### config.mk
export PLATFORM = sky130hd
export DESIGN_NAME = adder_vector_gen
export DESIGN_NICKNAME = d
export VERILOG_FILES = /design/src/rtl/adder_tb_pkg.sv /design/src/rtl/lfsr32_galois.sv /design/src/rtl/adder_vector_gen.sv
export SDC_FILE = /design/constraint.sdc
export NUM_CORES = 1
export LEC_CHECK = 0
export BUFFER_PORTS_ARGS = -buffer_cell sky130_fd_sc_hd__buf_4
export CAP_MARGIN = 20
export CORE_ASPECT_RATIO = 1.25
export CORE_MARGIN = 1
export CORE_UTILIZATION = 45
export DETAILED_ROUTE_END_ITERATION = 10
export GPL_TIMING_DRIVEN = 0
export PLACE_DENSITY = 0.8
export SYNTH_ARGS = -nofsm -noshare
export SYNTH_HDL_FRONTEND = slang
export SYNTH_HIERARCHICAL = 1
export SYNTH_SLANG_ARGS = --single-unit
### constraint.sdc
create_clock -name clk -period 8.11 [get_ports clk]
set_input_delay 0.811 -clock clk [delete_from_list [all_inputs] [get_ports clk]]
set_output_delay 0.811 -clock clk [all_outputs]
set_load 0.01 [all_outputs]
### src/rtl/adder_tb_pkg.sv
// Shared definitions for the adder test environment: LFSR polynomial,
// generator FSM encoding, corner-vector count and operand word sizing.
package adder_tb_pkg;

  localparam logic [31:0] lfsr_poly = 32'h80200003;
  localparam int          ncorner   = 4;

  typedef enum logic [2:0] {
    st_idle,
    st_corner,
    st_fill,
    st_hold,
    st_done
  } state_t;

  // Number of 32-bit LFSR words needed to cover one operand.
  function automatic int words(input int width);
    return (width + 31) / 32;
  endfunction

  // One right-shift Galois step.
  function automatic logic [31:0] lfsr_next(input logic [31:0] s);
    return (s >> 1) ^ (s[0] ? lfsr_poly : 32'h0);
  endfunction

endpackage

### src/rtl/lfsr32_galois.sv
// 32-bit right-shift Galois LFSR with load and step enables.
module lfsr32_galois
  import adder_tb_pkg::*;
(
  input  logic        clk,
  input  logic        rst,
  input  logic        load,
  input  logic [31:0] seed,
  input  logic        step,
  output logic [31:0] state
);

  // Reset and load both restart the sequence from the seed.
  always_ff @(posedge clk) begin
    if (rst || load) state <= seed;
    else if (step)   state <= lfsr_next(state);
  end

endmodule

### src/rtl/adder_vector_gen.sv
// Operand source for the adder test environment: a fixed set of carry-chain
// corner vectors followed by LFSR-filled random vectors, valid/ready delivery.
module adder_vector_gen
  import adder_tb_pkg::*;
#(
  parameter int          n         = 256,
  parameter int          file_size = 30000,
  parameter logic [31:0] SEED      = 32'h00000001
) (
  input  logic          clk,
  input  logic          rst,
  input  logic          start,
  input  logic          ready,
  output logic          valid,
  output logic [n-1:0]  a,
  output logic [n-1:0]  b,
  output logic          cin,
  output logic [31:0]   idx,
  output logic          busy,
  output logic          done
);

  localparam int          w         = words(n);
  localparam logic [31:0] fs        = 32'(file_size);
  localparam logic [15:0] fill_last = 16'(2 * w);

  state_t      state, nstate;
  logic [15:0] cnt;
  logic [31:0] lfsr_s, s_next, idx_inc;
  logic        xfer, lfsr_load, lfsr_step;

  assign xfer      = valid && ready;
  assign idx_inc   = idx + 32'd1;
  assign s_next    = lfsr_next(lfsr_s);
  assign lfsr_load = start && (state == st_idle);
  assign lfsr_step = (state == st_fill);

  // Corner vector k packed as {cin, a, b}.
  function automatic logic [2*n:0] corner_vec(input logic [1:0] k);
    logic [n-1:0] ca, cb;
    logic         cc;
    ca = '0;
    cb = '0;
    cc = 1'b0;
    case (k)
      2'd1: begin ca = '1; cc = 1'b1; end
      2'd2: begin ca = '1; cb = '1; cc = 1'b1; end
      2'd3: begin
        for (int i = 0; i < n; i++) begin
          ca[i] = ~i[0];
          cb[i] = i[0];
        end
        cc = 1'b1;
      end
      default: ;
    endcase
    return {cc, ca, cb};
  endfunction

  lfsr32_galois u_lfsr (
    .clk   (clk),
    .rst   (rst),
    .load  (lfsr_load),
    .seed  (SEED),
    .step  (lfsr_step),
    .state (lfsr_s)
  );

  // State register.
  always_ff @(posedge clk) begin
    if (rst) state <= st_idle;
    else     state <= nstate;
  end

  // Next-state logic.
  always_comb begin
    nstate = state;
    case (state)
      st_idle, st_done: begin
        if (start) nstate = (file_size == 0) ? st_done : st_corner;
      end
      st_corner: begin
        if (xfer) begin
          if (idx_inc == fs)                   nstate = st_done;
          else if (idx_inc == 32'(ncorner))    nstate = st_fill;
        end
      end
      st_fill: begin
        if (cnt == fill_last) nstate = st_hold;
      end
      st_hold: begin
        if (xfer) nstate = (idx_inc == fs) ? st_done : st_fill;
      end
      default: nstate = st_idle;
    endcase
  end

  // Vector registers, index, fill counter and run status.
  always_ff @(posedge clk) begin
    if (rst) begin
      valid <= 1'b0;
      a     <= '0;
      b     <= '0;
      cin   <= 1'b0;
      idx   <= '0;
      busy  <= 1'b0;
      done  <= 1'b0;
      cnt   <= '0;
    end else begin
      case (state)
        st_idle, st_done: begin
          if (start) begin
            idx <= '0;
            if (file_size == 0) begin
              done <= 1'b1;
              busy <= 1'b0;
            end else begin
              done           <= 1'b0;
              busy           <= 1'b1;
              valid          <= 1'b1;
              {cin, a, b}    <= corner_vec(2'd0);
            end
          end
        end
        st_corner: begin
          if (xfer) begin
            idx <= idx_inc;
            if (nstate == st_done) begin
              valid <= 1'b0;
              busy  <= 1'b0;
              done  <= 1'b1;
            end else if (nstate == st_fill) begin
              valid <= 1'b0;
              cnt   <= '0;
            end else begin
              {cin, a, b} <= corner_vec(idx_inc[1:0]);
            end
          end
        end
        st_fill: begin
          cnt <= cnt + 16'd1;
          if (cnt < 16'(w)) begin
            for (int i = 0; i < n; i++)
              if (i / 32 == int'(cnt)) a[i] <= s_next[i[4:0]];
          end else if (cnt < fill_last) begin
            for (int i = 0; i < n; i++)
              if (i / 32 == int'(cnt) - w) b[i] <= s_next[i[4:0]];
          end else begin
            cin   <= s_next[0];
            valid <= 1'b1;
          end
        end
        st_hold: begin
          if (xfer) begin
            idx   <= idx_inc;
            valid <= 1'b0;
            cnt   <= '0;
            if (nstate == st_done) begin
              busy <= 1'b0;
              done <= 1'b1;
            end
          end
        end
        default: ;
      endcase
    end
  end

endmodule

==> qor.yml <==
logic_synthesis:
  syn_inst: 2413
  synth_area_um2: 26140
  yosysMostFrequentCell: "dfxtp_1"
  synth_top_cell_by_area: "dfxtp_1"
  synth_common_cells: "dfxtp_1, mux2i_1, nand2b_1, clkbuf_1, nor2_1"
  synth_cell_types: 80
  synth_flop_cell: "dfxtp_1"
  synthArstFlopShare_pct: 0
  synth_edf_count: 32
  yosys.area.top_type_share_pct: 43.42
  yosys_warnings: 6
  syn_avg_cell_area_um2: 10.83
  netlist_top_cells_area: "dfxtp_1, mux2i_1, nand2b_1"
  synth-seq-cells: 599
  ys_seq_area_share_pct: 47.10
critical_path:
  cp-end-kind: "register"
  crit_arrival_ns: 4.91
  cp_max_fo: 11
  path_class: "reg -> reg"
  crit_top_cell: "buf_12"
  path_cells: "ha_1, buf_2, nand3_1, nor4_1, and3_2, o211ai_1, nor4_4, o2111a_1, buf_6, buf_12, a21oi_4, buf_12, mux2i_1"
  crit_slowest_cell: "nor4_1"
  cp_slowest_stage_delay_ns: 0.73
  critPathLaunchType: "register"
  required_ns: 8.56
grt:
  grtUsageTotal_pct: 29.77
  antenna_found_initial: 1
  grt_max_degree: 33
  grt_remaining_overflow: 0
  grt_pass1_wl_um: 133800
  grt_pass1_vias: 21250
floorplanning:
  start_util_pct: 45.65
  rows: 98
  fp.dieW_um: 217.6
  die_y_um: 271.5
  die_area_um2: 59070
  io_pins: 552
  core_um2: 57260
layout:
  fin_nets: 3070
  fill_cells: 4751
  area_growth_syn_to_layout_pct: 27.73
  utilization_pct: 58.31
  layout-drive-gt1-share_pct: 26.19
  design_area_um2: 33390
worst_hold_path:
  hold_class: "reg -> reg"
sta:
  skew_ns: 0.02620
  fmax_ghz: 0.2243
  period_share_pct: 54.97
  maxSlewHeadroom_pct: 28.67
  tightest_slew_ns: 1.070
  slew_viol_final: 0
  hold_violations: 0
  worst_slack_ns: 3.652
  rsz0062_at_grt: "no"
  setup-violations-final: 0
  final.min_clock_period_ns: 4.458
  fin_tns_setup_ns: 0
pwr:
  leakagePower_nw: 14.07
  p_sw_w: 0.001794
  p_int_w: 0.005094
  seq_power_share_pct: 45.7
  power_density_nw_per_um2: 206.3
  finalPower_w: 0.006888
  sw_frac_of_total_pct: 26.05
  power.share.clock_pct: 41.8
  p_comb_share_pct: 12.4
  vdd_ir_drop_max_uv: 184.6
status:
  status: "complete, no violations"
place:
  dp_slack_ns: 3.790
  gp_congestion: 0.9300
  dpl_cell_area_um2: 31340
  hpwlAfterDp_um: 67160
  io_buffers: 551
clocking:
  cts.repair.resized: 0
  ctsHtreeMaxLevel: 2
  cts_tree: "yes"
  cts_sinks: 599
  clk_path_buf_depth: 3
  clockRootBuffer: "clkbuf_16"
  insertion_delay_ns: 0.64
  cts_hold_buf: 0
  cts_setup_buffers: 0
  clkSlewWorstSetupHoldPaths_ns: 0.06
  cts_buffers: 60
flow_run:
  drv_cap: 0
route:
  ant_nets: 0
  vias: 20940
  drtPass1Iterations: 5
  detail_route.wirelength_um: 91290
  drt_iter0_drc: 1266
  via_per_inst: 5.424
  wl_per_cell_um: 23.65
  drc_errors: 0
==> worst max-delay path: cells and delay by family, from the launching register on <==
family | cells | cell delay [ns]
AOI/OAI and AO/OA | 3 | 0.61
adders and majority gates | 1 | 0.22
buffers and inverters | 4 | 0.75
DFF | 1 | 0.62
muxes | 1 | 0.13
and+or+nand+nor | 4 | 1.91
==> cells in the final DEF, fill, tap and decap left out, drive strengths merged, types with 6 or more instances in the layout <==
| cell type | count |
|---|---|
| dfxtp | 567 |
| or3 | 9 |
| nor3 | 18 |
| nor2 | 70 |
| nand3 | 48 |
| a31oi | 10 |
| ha | 9 |
| clkbuf | 171 |
| xnor2 | 13 |
| a311oi | 11 |
| nand4 | 37 |
| nand2 | 66 |
| o21ai | 28 |
| a22oi | 6 |
| and2 | 7 |
| a21oi | 56 |
| clkinv | 22 |
| conb | 32 |
| edfxtp | 32 |
| mux2 | 32 |
| nand3b | 10 |
| a21o | 65 |
| xor2 | 9 |
| a211oi | 9 |
| mux2i | 527 |
| and3 | 6 |
| nand2b | 517 |
| buf | 624 |
| dlygate4sd3 | 10 |
| nor4 | 16 |
| inv | 17 |
==> cell type report <==
class,instances,area (um^2),share of cell area (%)
Inverter,12,45.04,0.1349
Clock inverter,35,332.8,0.9967
Multi-Input combinational cell,1654,12460,37.31
Sequential cell,599,12310,36.87
Buffer,178,1438,4.305
Timing Repair Buffer,552,4148,12.42
Clock buffer,78,1713,5.130
Tap cell,750,938.4,2.810
Antenna cell,2,5.005,0.01499
==> worst paths after layout <==
| check | cells past startpoint | slack (ns) | startpoint | end |
|---|---|---|---|---|
| hold / removal | 2 | 0.47 | a[66] | a[66] |
| setup / recovery | 13 | 3.65 | idx[0] | b[33] |
| setup reg to reg | 13 | 3.65 | idx[0] | b[33] |
| hold reg to reg | 2 | 0.47 | a[66] | a[66] |
==> state kept, by name, summed over array words and instances (netlist names) <==
register and flops:
a 256, b 256, idx 32, u_lfsr/state 32, cnt 16, state 3
busy 1, cin 1, done 1, valid 1
==> logic make-up after synthesis <==
| group | count (synthesis) | share of synthesized area (%) |
|---|---|---|
| mux | 559 | 21.59 |
| simple gates | 825 | 18.60 |
| buf+inv | 190 | 5.672 |
| flops | 599 | 47.10 |
| fa+ha+maj | 9 | 0.4308 |
| other cells | 2 | 0.02873 |
| xor+xnor | 22 | 0.7371 |
| compound gates | 207 | 5.849 |
==> power by group through the flow <==
stage	Clock (W)	Combinational [W]	Sequential, W
floorplan	0	0.000486	0.00324
global placement	0	0.000835	0.00321
detailed placement	0	0.000853	0.00321
CTS	0.00291	0.000856	0.00315
global route	0.00302	0.000896	0.00316
finish	0.00288	0.000855	0.00315
==> per-stage QoR <==
step | hold slack (ns) | std cells
floorplan | 0.4545 | 2443
global placement | 0.4577 | 3744
detailed placement | 0.4629 | 3745
CTS | 0.4734 | 3858
global route | 0.4921 | 3858
finish | 0.4750 | 3860
==> metal layers <==
metal,routed length (um),track usage [%]
met5,0,0
met4,4419,14.01
met3,6646,6.947
met2,44020,51.05
met1,36200,34.84
No activity file was read; power rests on OpenSTA's default activity.
